## src/rtl/rfphoenix_issue_pkg.sv

```systemverilog
// Shared types for the rfPhoenix issue stage: decode bus layout, FSM states,
// stall reason codes and a register one-hot helper.
// Optional feature macro used by this slice: RFPHOENIX_SB_BYPASS_EN
package rfphoenix_issue_pkg;

    localparam int NUM_REGS = 64;

    typedef logic [5:0] reg_idx_t;

    // Decoded instruction fields handed from the decoder to the issue stage.
    // A T bit of 1 selects the vector register file, 0 the scalar file.
    typedef struct packed {
        logic [5:0]  Ra;
        logic        Ta;
        logic [5:0]  Rb;
        logic        Tb;
        logic [5:0]  Rc;
        logic        Tc;
        logic [5:0]  Rt;
        logic        Tt;
        logic        rfwr;
        logic        vrfwr;
        logic        multicycle;
        logic        load;
        logic        store;
        logic        br;
        logic        cjb;
        logic [15:0] imm;
        logic [1:0]  memsz;
    } sDecodeBus;

    // Issue pipeline register occupancy.
    typedef enum logic {
        ST_EMPTY = 1'b0,
        ST_FULL  = 1'b1
    } issue_state_e;

    // Why the held instruction is not issuing this cycle.
    typedef enum logic [1:0] {
        STALL_NONE    = 2'd0,
        STALL_HAZARD  = 2'd1,
        STALL_MCLIMIT = 2'd2,
        STALL_BUSY    = 2'd3
    } stall_e;

    // One-hot mask for a register index.
    function automatic logic [NUM_REGS-1:0] reg_onehot(input reg_idx_t r);
        logic [NUM_REGS-1:0] m;
        m = '0;
        m[r] = 1'b1;
        return m;
    endfunction

endpackage

```

## src/rtl/rfphoenix_issue_scoreboard.sv

```systemverilog
// Register scoreboard for the rfPhoenix issue stage: scalar and vector busy
// vectors plus the count of outstanding multicycle ops.
// With RFPHOENIX_SB_BYPASS_EN defined, a retire in the current cycle hides the
// retiring register from the hazard check so the dependent op can issue at once.
module rfphoenix_issue_scoreboard
    import rfphoenix_issue_pkg::*;
#(
    parameter int MC_MAX = 2
) (
    input  logic       clk,
    input  logic       rst,
    input  reg_idx_t   ra,
    input  logic       ta,
    input  reg_idx_t   rb,
    input  logic       tb,
    input  reg_idx_t   rc,
    input  logic       tc,
    input  reg_idx_t   rt,
    input  logic       tt,
    input  logic       wr_chk,
    input  logic       set_v,
    input  reg_idx_t   set_rt,
    input  logic       set_tt,
    input  logic       clr_v,
    input  reg_idx_t   clr_rt,
    input  logic       clr_tt,
    input  logic       mc_inc,
    input  logic       mc_dec,
    output logic       hazard,
    output logic       mc_full
);

    localparam logic [2:0] MC_LIMIT = 3'(MC_MAX);

    logic [NUM_REGS-1:0] s_busy;
    logic [NUM_REGS-1:0] v_busy;
    logic [NUM_REGS-1:0] s_set;
    logic [NUM_REGS-1:0] v_set;
    logic [NUM_REGS-1:0] s_clr;
    logic [NUM_REGS-1:0] v_clr;
    logic [NUM_REGS-1:0] s_view;
    logic [NUM_REGS-1:0] v_view;
    logic [2:0]          mc_cnt;

    // Decode the set (issuing writer) and clear (retire) requests into per-file masks.
    always_comb begin
        s_set = '0;
        v_set = '0;
        s_clr = '0;
        v_clr = '0;
        if (set_v) begin
            if (set_tt) v_set = reg_onehot(set_rt);
            else        s_set = reg_onehot(set_rt);
        end
        if (clr_v) begin
            if (clr_tt) v_clr = reg_onehot(clr_rt);
            else        s_clr = reg_onehot(clr_rt);
        end
    end

    // Hazard lookup for the held instruction; scalar r0 is hard-wired not busy.
    always_comb begin
        s_view = s_busy;
        v_view = v_busy;
`ifdef RFPHOENIX_SB_BYPASS_EN
        s_view = s_busy & ~s_clr;
        v_view = v_busy & ~v_clr;
`endif
        s_view[0] = 1'b0;
        hazard = (ta ? v_view[ra] : s_view[ra])
               | (tb ? v_view[rb] : s_view[rb])
               | (tc ? v_view[rc] : s_view[rc])
               | (wr_chk & (tt ? v_view[rt] : s_view[rt]));
        mc_full = (mc_cnt == MC_LIMIT);
    end

    // Busy bits: retire clears, issue sets, set wins a same-bit collision.
    always_ff @(posedge clk) begin
        if (rst) begin
            s_busy <= '0;
            v_busy <= '0;
        end else begin
            s_busy <= ((s_busy & ~s_clr) | s_set) & ~reg_onehot(6'd0);
            v_busy <= (v_busy & ~v_clr) | v_set;
        end
    end

    // Outstanding multicycle count; simultaneous inc/dec cancel, never wraps.
    always_ff @(posedge clk) begin
        if (rst) begin
            mc_cnt <= 3'd0;
        end else begin
            case ({mc_inc, mc_dec})
                2'b10:   if (mc_cnt != 3'd7) mc_cnt <= mc_cnt + 3'd1;
                2'b01:   if (mc_cnt != 3'd0) mc_cnt <= mc_cnt - 3'd1;
                default: mc_cnt <= mc_cnt;
            endcase
        end
    end

endmodule

```

## src/rtl/rfphoenix_issue.sv

```systemverilog
// rfPhoenix issue stage: a one-entry pipeline register between decode and
// execute that holds an instruction until its operands are free, the
// multicycle limit allows it, and execute accepts it.
// Optional feature macro: RFPHOENIX_SB_BYPASS_EN (same-cycle retire bypass
// into the hazard check, implemented in the scoreboard).
module rfphoenix_issue
    import rfphoenix_issue_pkg::*;
#(
    parameter int MC_MAX = 2
) (
    input  logic       clk_i,
    input  logic       rst_i,
    input  logic       dec_v_i,
    output logic       dec_rdy_o,
    input  sDecodeBus  deco_i,
    output logic       iss_v_o,
    input  logic       iss_rdy_i,
    output sDecodeBus  deco_o,
    input  logic       wb_v_i,
    input  logic [5:0] wb_Rt_i,
    input  logic       wb_Tt_i,
    input  logic       wb_mc_i,
    input  logic       flush_i,
    output logic [1:0] stall_o
);

    issue_state_e state;
    logic         full;
    logic         hazard;
    logic         mc_full;
    logic         mclimit;
    logic         fire;
    logic         accept;
    logic         writes;
    stall_e       stall_reason;

    // Issue handshake: valid, fire, ready and accept all derive from the held op.
    always_comb begin
        full      = (state == ST_FULL);
        writes    = deco_o.rfwr | deco_o.vrfwr;
        mclimit   = full & deco_o.multicycle & mc_full;
        iss_v_o   = full & ~hazard & ~mclimit & ~flush_i;
        fire      = iss_v_o & iss_rdy_i;
        dec_rdy_o = ~full | fire;
        accept    = dec_v_i & dec_rdy_o & ~flush_i;
    end

    // Stall reason for the held op, highest-priority cause first.
    always_comb begin
        stall_reason = STALL_NONE;
        if (full) begin
            if (hazard)          stall_reason = STALL_HAZARD;
            else if (mclimit)    stall_reason = STALL_MCLIMIT;
            else if (!iss_rdy_i) stall_reason = STALL_BUSY;
        end
        stall_o = stall_reason;
    end

    // Occupancy FSM and pipeline register; flush drops the held op and any accept.
    always_ff @(posedge clk_i) begin
        if (rst_i) begin
            state  <= ST_EMPTY;
            deco_o <= '0;
        end else if (flush_i) begin
            state <= ST_EMPTY;
        end else begin
            case (state)
                ST_EMPTY: begin
                    if (accept) begin
                        state  <= ST_FULL;
                        deco_o <= deco_i;
                    end
                end
                ST_FULL: begin
                    if (accept) begin
                        deco_o <= deco_i;
                    end else if (fire) begin
                        state <= ST_EMPTY;
                    end
                end
                default: state <= ST_EMPTY;
            endcase
        end
    end

    rfphoenix_issue_scoreboard #(
        .MC_MAX (MC_MAX)
    ) u_scoreboard (
        .clk     (clk_i),
        .rst     (rst_i),
        .ra      (deco_o.Ra),
        .ta      (deco_o.Ta),
        .rb      (deco_o.Rb),
        .tb      (deco_o.Tb),
        .rc      (deco_o.Rc),
        .tc      (deco_o.Tc),
        .rt      (deco_o.Rt),
        .tt      (deco_o.Tt),
        .wr_chk  (writes),
        .set_v   (fire & writes),
        .set_rt  (deco_o.Rt),
        .set_tt  (deco_o.Tt),
        .clr_v   (wb_v_i),
        .clr_rt  (wb_Rt_i),
        .clr_tt  (wb_Tt_i),
        .mc_inc  (fire & deco_o.multicycle),
        .mc_dec  (wb_v_i & wb_mc_i),
        .hazard  (hazard),
        .mc_full (mc_full)
    );

endmodule

```

## config.mk

```make
export PLATFORM = sky130hd
export DESIGN_NAME = rfphoenix_issue
export DESIGN_NICKNAME = d
export VERILOG_FILES = /design/src/rtl/rfphoenix_issue_pkg.sv /design/src/rtl/rfphoenix_issue_scoreboard.sv /design/src/rtl/rfphoenix_issue.sv
export SDC_FILE = /design/constraint.sdc
export NUM_CORES = 1
export LEC_CHECK = 0
export ABC_AREA = 1
export BUFFER_PORTS_ARGS = -buffer_cell sky130_fd_sc_hd__buf_2
export CAP_MARGIN = 20
export CELL_PAD_IN_SITES_DETAIL_PLACEMENT = 1
export CELL_PAD_IN_SITES_GLOBAL_PLACEMENT = 1
export CORE_UTILIZATION = 30
export CTS_CLUSTER_SIZE = 24
export DETAILED_ROUTE_END_ITERATION = 10
export GPL_ROUTABILITY_DRIVEN = 0
export PLACE_DENSITY_LB_ADDON = 0.1
export SLEW_MARGIN = 20
export SYNTH_ARGS = -nofsm -noshare
export SYNTH_HDL_FRONTEND = slang
export SYNTH_SLANG_ARGS = --single-unit
```

## constraint.sdc

```tcl
create_clock -name clk_i -period 3.1 [get_ports clk_i]
set_clock_uncertainty 0.2 [all_clocks]
set_input_delay 0.155 -clock clk_i [delete_from_list [all_inputs] [get_ports clk_i]]
set_output_delay 0.155 -clock clk_i [all_outputs]
set_load 0.1 [all_outputs]
```

==> impl_metrics.ini, run 1 <==
[floorplanning]
die-area_sq_mm = 0.0437
fp.dieH_um = 209
die_w_um = 209
pin_count = 124
num_rows = 75
initial_core_util_pct = 30.5
core_sq_mm = 0.0421

[sta]
tns_ns = -67.33
hold_violations = 0
max_freq_mhz = 281
worstMarginPinSlew_ns = 1.03
timing.final.ws_setup_ns = -0.460
maxSlewViolCount = 0
finalCriticalPeriod_ns = 3.56
finalSetupViolations = 187
fin_crit_sh_pct = 115
max_slew_margin_pct = 31.7
rsz0062_at_grt = true

[power]
power_frac_clock_pct = 32.2
p_switching_mw = 2.75
power.density_mw_per_mm2 = 374
ir_worst_vdd_mv = 0.396
pwr-share-comb_pct = 32.2
pwr-share-seq_pct = 35.6
switching_share_pct = 39.7
total_power_mw = 6.93
leakage_nw = 7.25
p_int_mw = 4.18

[routing]
drc = 0
via_per_inst = 5.81
vias = 17800
ant_nets = 0
dr.first_iter.drc_count = 1557
wire_per_inst_um = 25.1
totalWireLength_um = 76900
dr.pass1.iters = 5

[logic_synthesis]
syn_avg_cell_area_sq_um = 5.78
synth_area_sq_mm = 0.0129
synth_nets = 2291
yosysWarnings = 0
synth_cells = 2223
ys_seq_area_share_pct = 28.7
synth.ff_latch_count = 184
synth_cell_type_count = 29

[clock_tree]
clockBufferDepth = 2
cts.sinks = 184
h-tree-depth = 4
cts_tree = done
clk_pin_slew_ns = 0.08
cts_inserted_buffers = 17
clk_latency_ns = 0.51
root_buffer = clkbuf_16

[global_route]
grt_max_degree = 65
grt_pass1_vias = 17500
grt_use_met3_pct = 5.79
grt_use_met2_pct = 52.9
grt_util_all_layers_pct = 33.5
overflow = 0
antenna_found_initial = 2
grt_util_met1_pct = 42.4
grt_pass1_wl_um = 109000
grt-busiest-layer = met2

[cells_and_area]
n_fill_cell = 5467
most-common-layout-cells = nand2_1, nand3_1, buf_4
final_common_cell = nand2_1
drive_above_1_share_pct = 26.8
nets = 2582
area_growth_pct = 44.4

[job]
cap_violations = 0

[critical_path]
worstPathRequired_ns = 3.32
critical_path_class = flop to flop
crit_fanout = 6
setup.worst_path.start_class = flop
cp.arrival_ns = 3.78
end_kind = flop

[placed_design]
post-place-ws_ns = -0.572
dpl.hpwl_um = 50300
io_buffer_count = 123

[hold_path]
hp-class = primary input to flop

[status]
violations = negative setup slack
status = complete, but fails checks
## worst paths after layout
kind | start | endpoint | slack (ns) | cells past startpoint
setup / recovery | deco_o[26]$_SDFFE_PP0P_ | deco_o[10]$_SDFFE_PP0P_ | -0.46 | 24
hold / removal | iss_rdy_i | full$_SDFF_PP0_ | 0.06 | 5
setup reg to reg | deco_o[26]$_SDFFE_PP0P_ | deco_o[10]$_SDFFE_PP0P_ | -0.46 | 24
hold reg to reg | deco_o[43]$_SDFFE_PP0P_ | deco_o[43]$_SDFFE_PP0P_ | 0.28 | 2
## metal layers
layer,wire length (um),vias up
li1,-,8062
met1,31600,8812
met2,35500,732
met3,5220,223
met4,4640,4
met5,25,-
## sequential cells by signal (all words and copies together) (netlist names)
signal and cells:
u_scoreboard.v_busy 64, u_scoreboard.s_busy 63, deco_o 53, u_scoreboard.mc_cnt 3, full 1
## cells in the mapped netlist
| master | instances | area share [%] |
|---|---|---|
| nor2_1 | 120 | 3.5 |
| o22ai_1 | 4 | 0.19 |
| dfxtp_1 | 184 | 29 |
| nor2_2 | 2 | 0.097 |
| nor4_1 | 3 | 0.15 |
| nor3_1 | 32 | 1.2 |
| fa_1 | 1 | 0.16 |
| nand3_2 | 1 | 0.078 |
| clkinv_1 | 7 | 0.20 |
| nor3_2 | 1 | 0.078 |
| buf_1 | 23 | 0.67 |
| o21ai_0 | 196 | 7.6 |
| nand2_1 | 696 | 20 |
| or2_0 | 3 | 0.15 |
| clkbuf_1 | 94 | 2.7 |
| inv_2 | 7 | 0.20 |
| buf_4 | 10 | 0.58 |
| buf_2 | 49 | 1.9 |
| nand3_1 | 375 | 15 |
| inv_1 | 107 | 3.1 |
| nor2_4 | 1 | 0.088 |
| a21oi_1 | 160 | 6.2 |
| o211ai_1 | 14 | 0.82 |
| or2_1 | 9 | 0.44 |
| nand4_1 | 103 | 5.0 |
| buf_6 | 4 | 0.35 |
| nand2_2 | 1 | 0.049 |
| o21ai_1 | 15 | 0.58 |
| a21oi_4 | 1 | 0.13 |
## through the flow
stage / util [%] / hold slack [ns] / area (sq um) / instances
floorplan: - / 0.0343 / 13300 / 2223
global placement: 37.2 / 0.145 / 15700 / 2926
detailed placement: 37.2 / 0.151 / 15700 / 2926
CTS: 41.3 / -0.0131 / 17400 / 3035
global route: 44.0 / 0.106 / 18600 / 3066
finish: 44.0 / 0.0562 / 18600 / 3067
## final cells by class
cell class	instances	area [sq um]	share of cell area (%)
inverters	121	477	2.57
well taps	539	674	3.63
clock buffers	17	425	2.29
diodes	1	2.50	0.0135
multi-input cells	1738	8820	47.5
clock inverters	15	130	0.701
repair buffers	452	4280	23.1
flip-flops and latches	184	3750	20.2
## critical path, stage by stage, from the launching register on
cell	delay (ns)
dfxtp_4	0.42
buf_12	0.16
buf_16	0.13
or2_1	0.21
nand3_1	0.08
nand2_1	0.07
nor2_2	0.15
nor2_1	0.07
nor2_1	0.13
nand3_2	0.15
nor2_4	0.15
nor2_4	0.06
nor2_4	0.13
nand3_4	0.09
nor2_4	0.15
nand2_4	0.08
buf_12	0.13
nand2_8	0.07
nand3_4	0.11
buf_12	0.15
buf_8	0.12
clkinv_8	0.06
clkbuf_16	0.17
nor2_4	0.04
nor2_1	0.16
## cell families (layout without fill, tap and decap cells)
| group | count (synthesis) | count (layout) | share of synthesized area (%) |
|---|---|---|---|
| and+or+nand+nor | 1347 | 1347 | 45.8 |
| AOI/OAI and AO/OA | 390 | 390 | 15.6 |
| buffers and inverters | 301 | 605 | 9.79 |
| DFF | 184 | 184 | 28.7 |
| adders and majority gates | 1 | 1 | 0.156 |
| other | 0 | 1 | 0 |
## power groups by stage
stage / clock (mW) / sequential [mW] / combinational, mW
final: 2.23 / 2.47 / 2.23
after global routing: 2.35 / 2.47 / 2.32
after CTS: 2.27 / 2.46 / 2.01
after detailed placement: 0 / 2.51 / 1.86
after global placement: 0 / 2.51 / 1.85
after floorplan: 0 / 2.81 / 0.797
## what timing repair did
item,in CTS,in global routing
pin swaps,28,88
cloned,6,14
setup buffers,12,19
hold buffers,59,0
endpoints found under the hold margin,69,0
endpoints found under the setup margin,187,188
gates resized for setup,84,194
Note: power is estimated with default switching activity, not from simulation.
==> run 2, diff against run 1 <==
Settings changed: CORE_UTILIZATION 30 to 42.
==> run 2 against run 1 <==
Against the previous run:
- synthesized cell count unchanged
- area after synthesis unchanged
- the run now fails in global routing
==> impl_metrics.ini, run 2 <==
[logic_synthesis]
yosysWarnings = 0
synth_edf_count = 0
synth.top_cell.area_share_pct = 28.7
yosysTopAreaCell = dfxtp_1
synth_common_cells = nand2_1, nand3_1, o21ai_0
synth_flop_cell = dfxtp_1
synth_cells = 2223
synth_cell_type_count = 29
synth_area_sq_mm = 0.0129
ys_seq_area_share_pct = 28.7
synthTopCellsByArea = dfxtp_1, nand2_1, nand3_1
syn_avg_cell_area_sq_um = 5.78
synth.ff_latch_count = 184
synth_most_common_cell = nand2_1
synthArstFlopShare_pct = 0
synth_nets = 2291

[floorplanning]
die_w_um = 177
num_rows = 63
initial_core_util_pct = 43.0
fp.dieH_um = 177
pin_count = 124

[status]
error_line = [ERROR GRT-0232] Routing congestion too high. Check the congestion heatmap in the GUI.
status = stopped before the end
stop_stage = global routing

[clock_tree]
clockBufferDepth = 2
cts.sinks = 184
cts_inserted_buffers = 17
h-tree-depth = 4
root_buffer = clkbuf_16

[sta]
grt_worst_setup_endpoint = u_scoreboard.s_busy[37]$_SDFF_PP0_/D
worstEndpointType = register input

[placed_design]
io_buffer_count = 123
dpl.cell_count = 2724
dpl.hpwl_um = 46200

[global_route]
grt_util_all_layers_pct = 69.7
grt_max_degree = 87
overflow = 55
## run 2: cell counts after synthesis
Identical to the previous run, type by type.
## run 2: cells by family after synthesis
family	after synthesis	share of synthesized area, %
simple gates	1347	45.8
compound gates	390	15.6
buf+inv	301	9.79
flops	184	28.7
fa+ha+maj	1	0.156
## run 2: stage by stage
step / util, % / hold slack [ns] / TNS, ns / cell area, sq um / worst slack [ns]
after floorplan: - / 0.0343 / -74.89 / 13300 / -0.495
after global placement: 50.4 / 0.144 / -41.29 / 15100 / -0.301
after detailed placement: 50.4 / 0.155 / -65.63 / 15100 / -0.445
after CTS: 56.5 / 0.00803 / -20.63 / 16900 / -0.212
## run 2: metal layers
layer	overflow	GRT usage (%)
met3	1	54.5
met4	21	63.0
met2	33	87.4
met5	0	26.8
met1	0	70.6
## run 2: what timing repair did
action / in CTS
endpoints found under the hold margin: 72
gates cloned: 7
resized for setup: 84
endpoints found under the setup margin: 187
buffers inserted: 16
pin swaps: 16
hold buffers: 60
==> run 3, diff against run 2 <==
Settings changed: CELL_PAD_IN_SITES_DETAIL_PLACEMENT 1 to not set, CELL_PAD_IN_SITES_GLOBAL_PLACEMENT 1 to not set, CORE_UTILIZATION 42 to 40, CTS_CLUSTER_SIZE 24 to not set, PLACE_DENSITY_LB_ADDON 0.1 to 0.15.
==> run 3 against run 2 <==
Against the previous run:
- the flow now finishes, with violations (negative setup slack)
==> impl_metrics.ini, run 3 (synthesis results as in run 1) <==
[status]
status = complete, but fails checks
violations = negative setup slack

[cells_and_area]
drive_above_1_share_pct = 24.8
nets = 2548
largest_register = u_scoreboard.v_busy
seqCellArea_sq_mm = 0.00375
most-common-layout-cells = nand2_1, nand3_1, dfxtp_1
area_growth_pct = 42.1
diodes = 0
n_fill_cell = 2960
fin_util_pct = 57.9
largest_reg_flops = 64
top_regs = u_scoreboard.v_busy x64, u_scoreboard.s_busy x63, deco_o x53
multi_input_area_sq_mm = 0.00881
final_common_cell = nand2_1

[clock_tree]
cts_inserted_buffers = 17
cts.sinks = 184
clockBufferDepth = 2
h-tree-depth = 4
clk_pin_slew_ns = 0.07
cts_tree = done
root_buffer = clkbuf_16
clk_latency_ns = 0.47

[placed_design]
dpl.hpwl_um = 42500
io_buffer_count = 123

[critical_path]
worstPathRequired_ns = 3.28
crit_path_end = u_scoreboard.s_busy[59]$_SDFF_PP0_
critical_path_class = flop to flop
setup.worst_path.start_class = flop
r2r-end = u_scoreboard.s_busy[59]$_SDFF_PP0_
r2r-start = deco_o[48]$_SDFFE_PP0P_
crit_fanout = 10
rr_worst_depth = 23
cp.arrival_ns = 3.62
end_kind = flop
r2r_slack_ns = -0.33
startpoint = deco_o[48]$_SDFFE_PP0P_

[floorplanning]
die-area_sq_mm = 0.0329
core_sq_mm = 0.0316
initial_core_util_pct = 40.7
pin_count = 124
num_rows = 65
die_w_um = 181
fp.dieH_um = 181

[global_route]
grt_max_degree = 83
grt_pass1_wl_um = 99800
overflow = 0
grt_util_all_layers_pct = 40.2
grt_pass1_vias = 16600
antenna_found_initial = 1

[routing]
ant_nets = 0
dr.pass1.iters = 6
via_per_inst = 6.29
totalWireLength_um = 69100
drc = 0
wire_per_inst_um = 23.9
vias = 18200
dr.first_iter.drc_count = 2703

[power]
switching_share_pct = 37.9
total_power_mw = 6.99
ir_worst_vdd_mv = 0.390
pwr-share-seq_pct = 35.3
power_frac_clock_pct = 33.0
p_int_mw = 4.34
pwr-share-comb_pct = 31.7
power.density_mw_per_mm2 = 383
p_switching_mw = 2.65
leakage_nw = 7.19

[hold_path]
hp-class = primary input to flop

[sta]
rsz0062_at_grt = true
fin_crit_sh_pct = 111
finalSetupViolations = 187
finalCriticalPeriod_ns = 3.43
timing.final.ws_setup_ns = -0.331
max_slew_margin_pct = 30.5
timing.hold.ws_ns = 0.0610
worstMarginPinSlew_ns = 1.04
maxSlewViolCount = 0
max_freq_mhz = 291
hold_violations = 0

[job]
cap_violations = 0
run 3: cell type report:
class / instances / area share [%]
Clock inverter: 11 / 0.589
Sequential cell: 184 / 20.5
Timing Repair Buffer: 416 / 22.6
Multi-Input combinational cell: 1740 / 48.2
Inverter: 121 / 2.65
Clock buffer: 20 / 2.68
Tap cell: 402 / 2.75
run 3: timing repair:
item / CTS / global route
resized for setup: 145 / 118
endpoints found under the hold margin: 55 / 0
pin swaps: 64 / 61
hold buffers: 57 / 0
buffers inserted: 19 / 13
gates cloned: 18 / 8
setup endpoints to repair: 185 / 187
run 3: power groups by stage:
stage / registers [mW] / clock network, mW / logic [mW]
after global placement: 2.51 / 0 / 1.76
after global routing: 2.47 / 2.38 / 2.27
final: 2.47 / 2.31 / 2.22
after CTS: 2.46 / 2.29 / 2.01
after detailed placement: 2.51 / 0 / 1.77
after floorplan: 2.81 / 0 / 0.797
run 3: layer usage:
metal | track usage, % | up-vias | wire length (um)
li1 | - | 7982 | -
met1 | 50.9 | 8447 | 25800
met2 | 58.5 | 1406 | 28800
met3 | 12.2 | 358 | 9360
met4 | 26.5 | 2 | 5130
met5 | 0 | - | 11
run 3: per-stage QoR:
step	setup slack [ns]	setup TNS, ns	instances	area (sq um)
after floorplan	-0.495	-74.89	2223	13300
after global placement	-0.228	-24.52	2756	15300
after detailed placement	-0.198	-26.62	2756	15300
after CTS	-0.139	-13.75	2879	17700
after global routing	-0.464	-67.50	2894	18300
final	-0.331	-48.97	2894	18300
run 3: worst max-delay path, cell delays in order, from the launching register on:
cell        delay (ns)
dfxtp_4           0.36
clkinvlp_4        0.13
buf_12            0.13
buf_16            0.16
nand3_1           0.09
nand3_1           0.10
nand2_2           0.12
nand2_1           0.12
nand2_1           0.07
nand2_1           0.05
nand3_1           0.09
nand3_2           0.11
nand2_2           0.07
nor2_4            0.19
nand3_4           0.11
nor2_4            0.18
nand2_4           0.10
a21oi_4           0.19
buf_6             0.13
buf_12            0.14
buf_12            0.13
buf_16            0.11
nand4_1           0.09
a21oi_2           0.16
run 3: worst min-delay path by stage:
| stage | from | endpoint | cells past startpoint |
|---|---|---|---|
| 6_report | wb_mc_i | u_scoreboard.mc_cnt[1]$_SDFFE_PP0P_ | 6 |
| 5_1_grt | wb_mc_i | u_scoreboard.mc_cnt[1]$_SDFFE_PP0P_ | 6 |
| 4_1_cts | iss_rdy_i | full$_SDFF_PP0_ | 4 |
| 3_5_place_dp | flush_i | full$_SDFF_PP0_ | 2 |
| 3_3_place_gp | flush_i | full$_SDFF_PP0_ | 2 |
| 2_1_floorplan | flush_i | full$_SDFF_PP0_ | 1 |
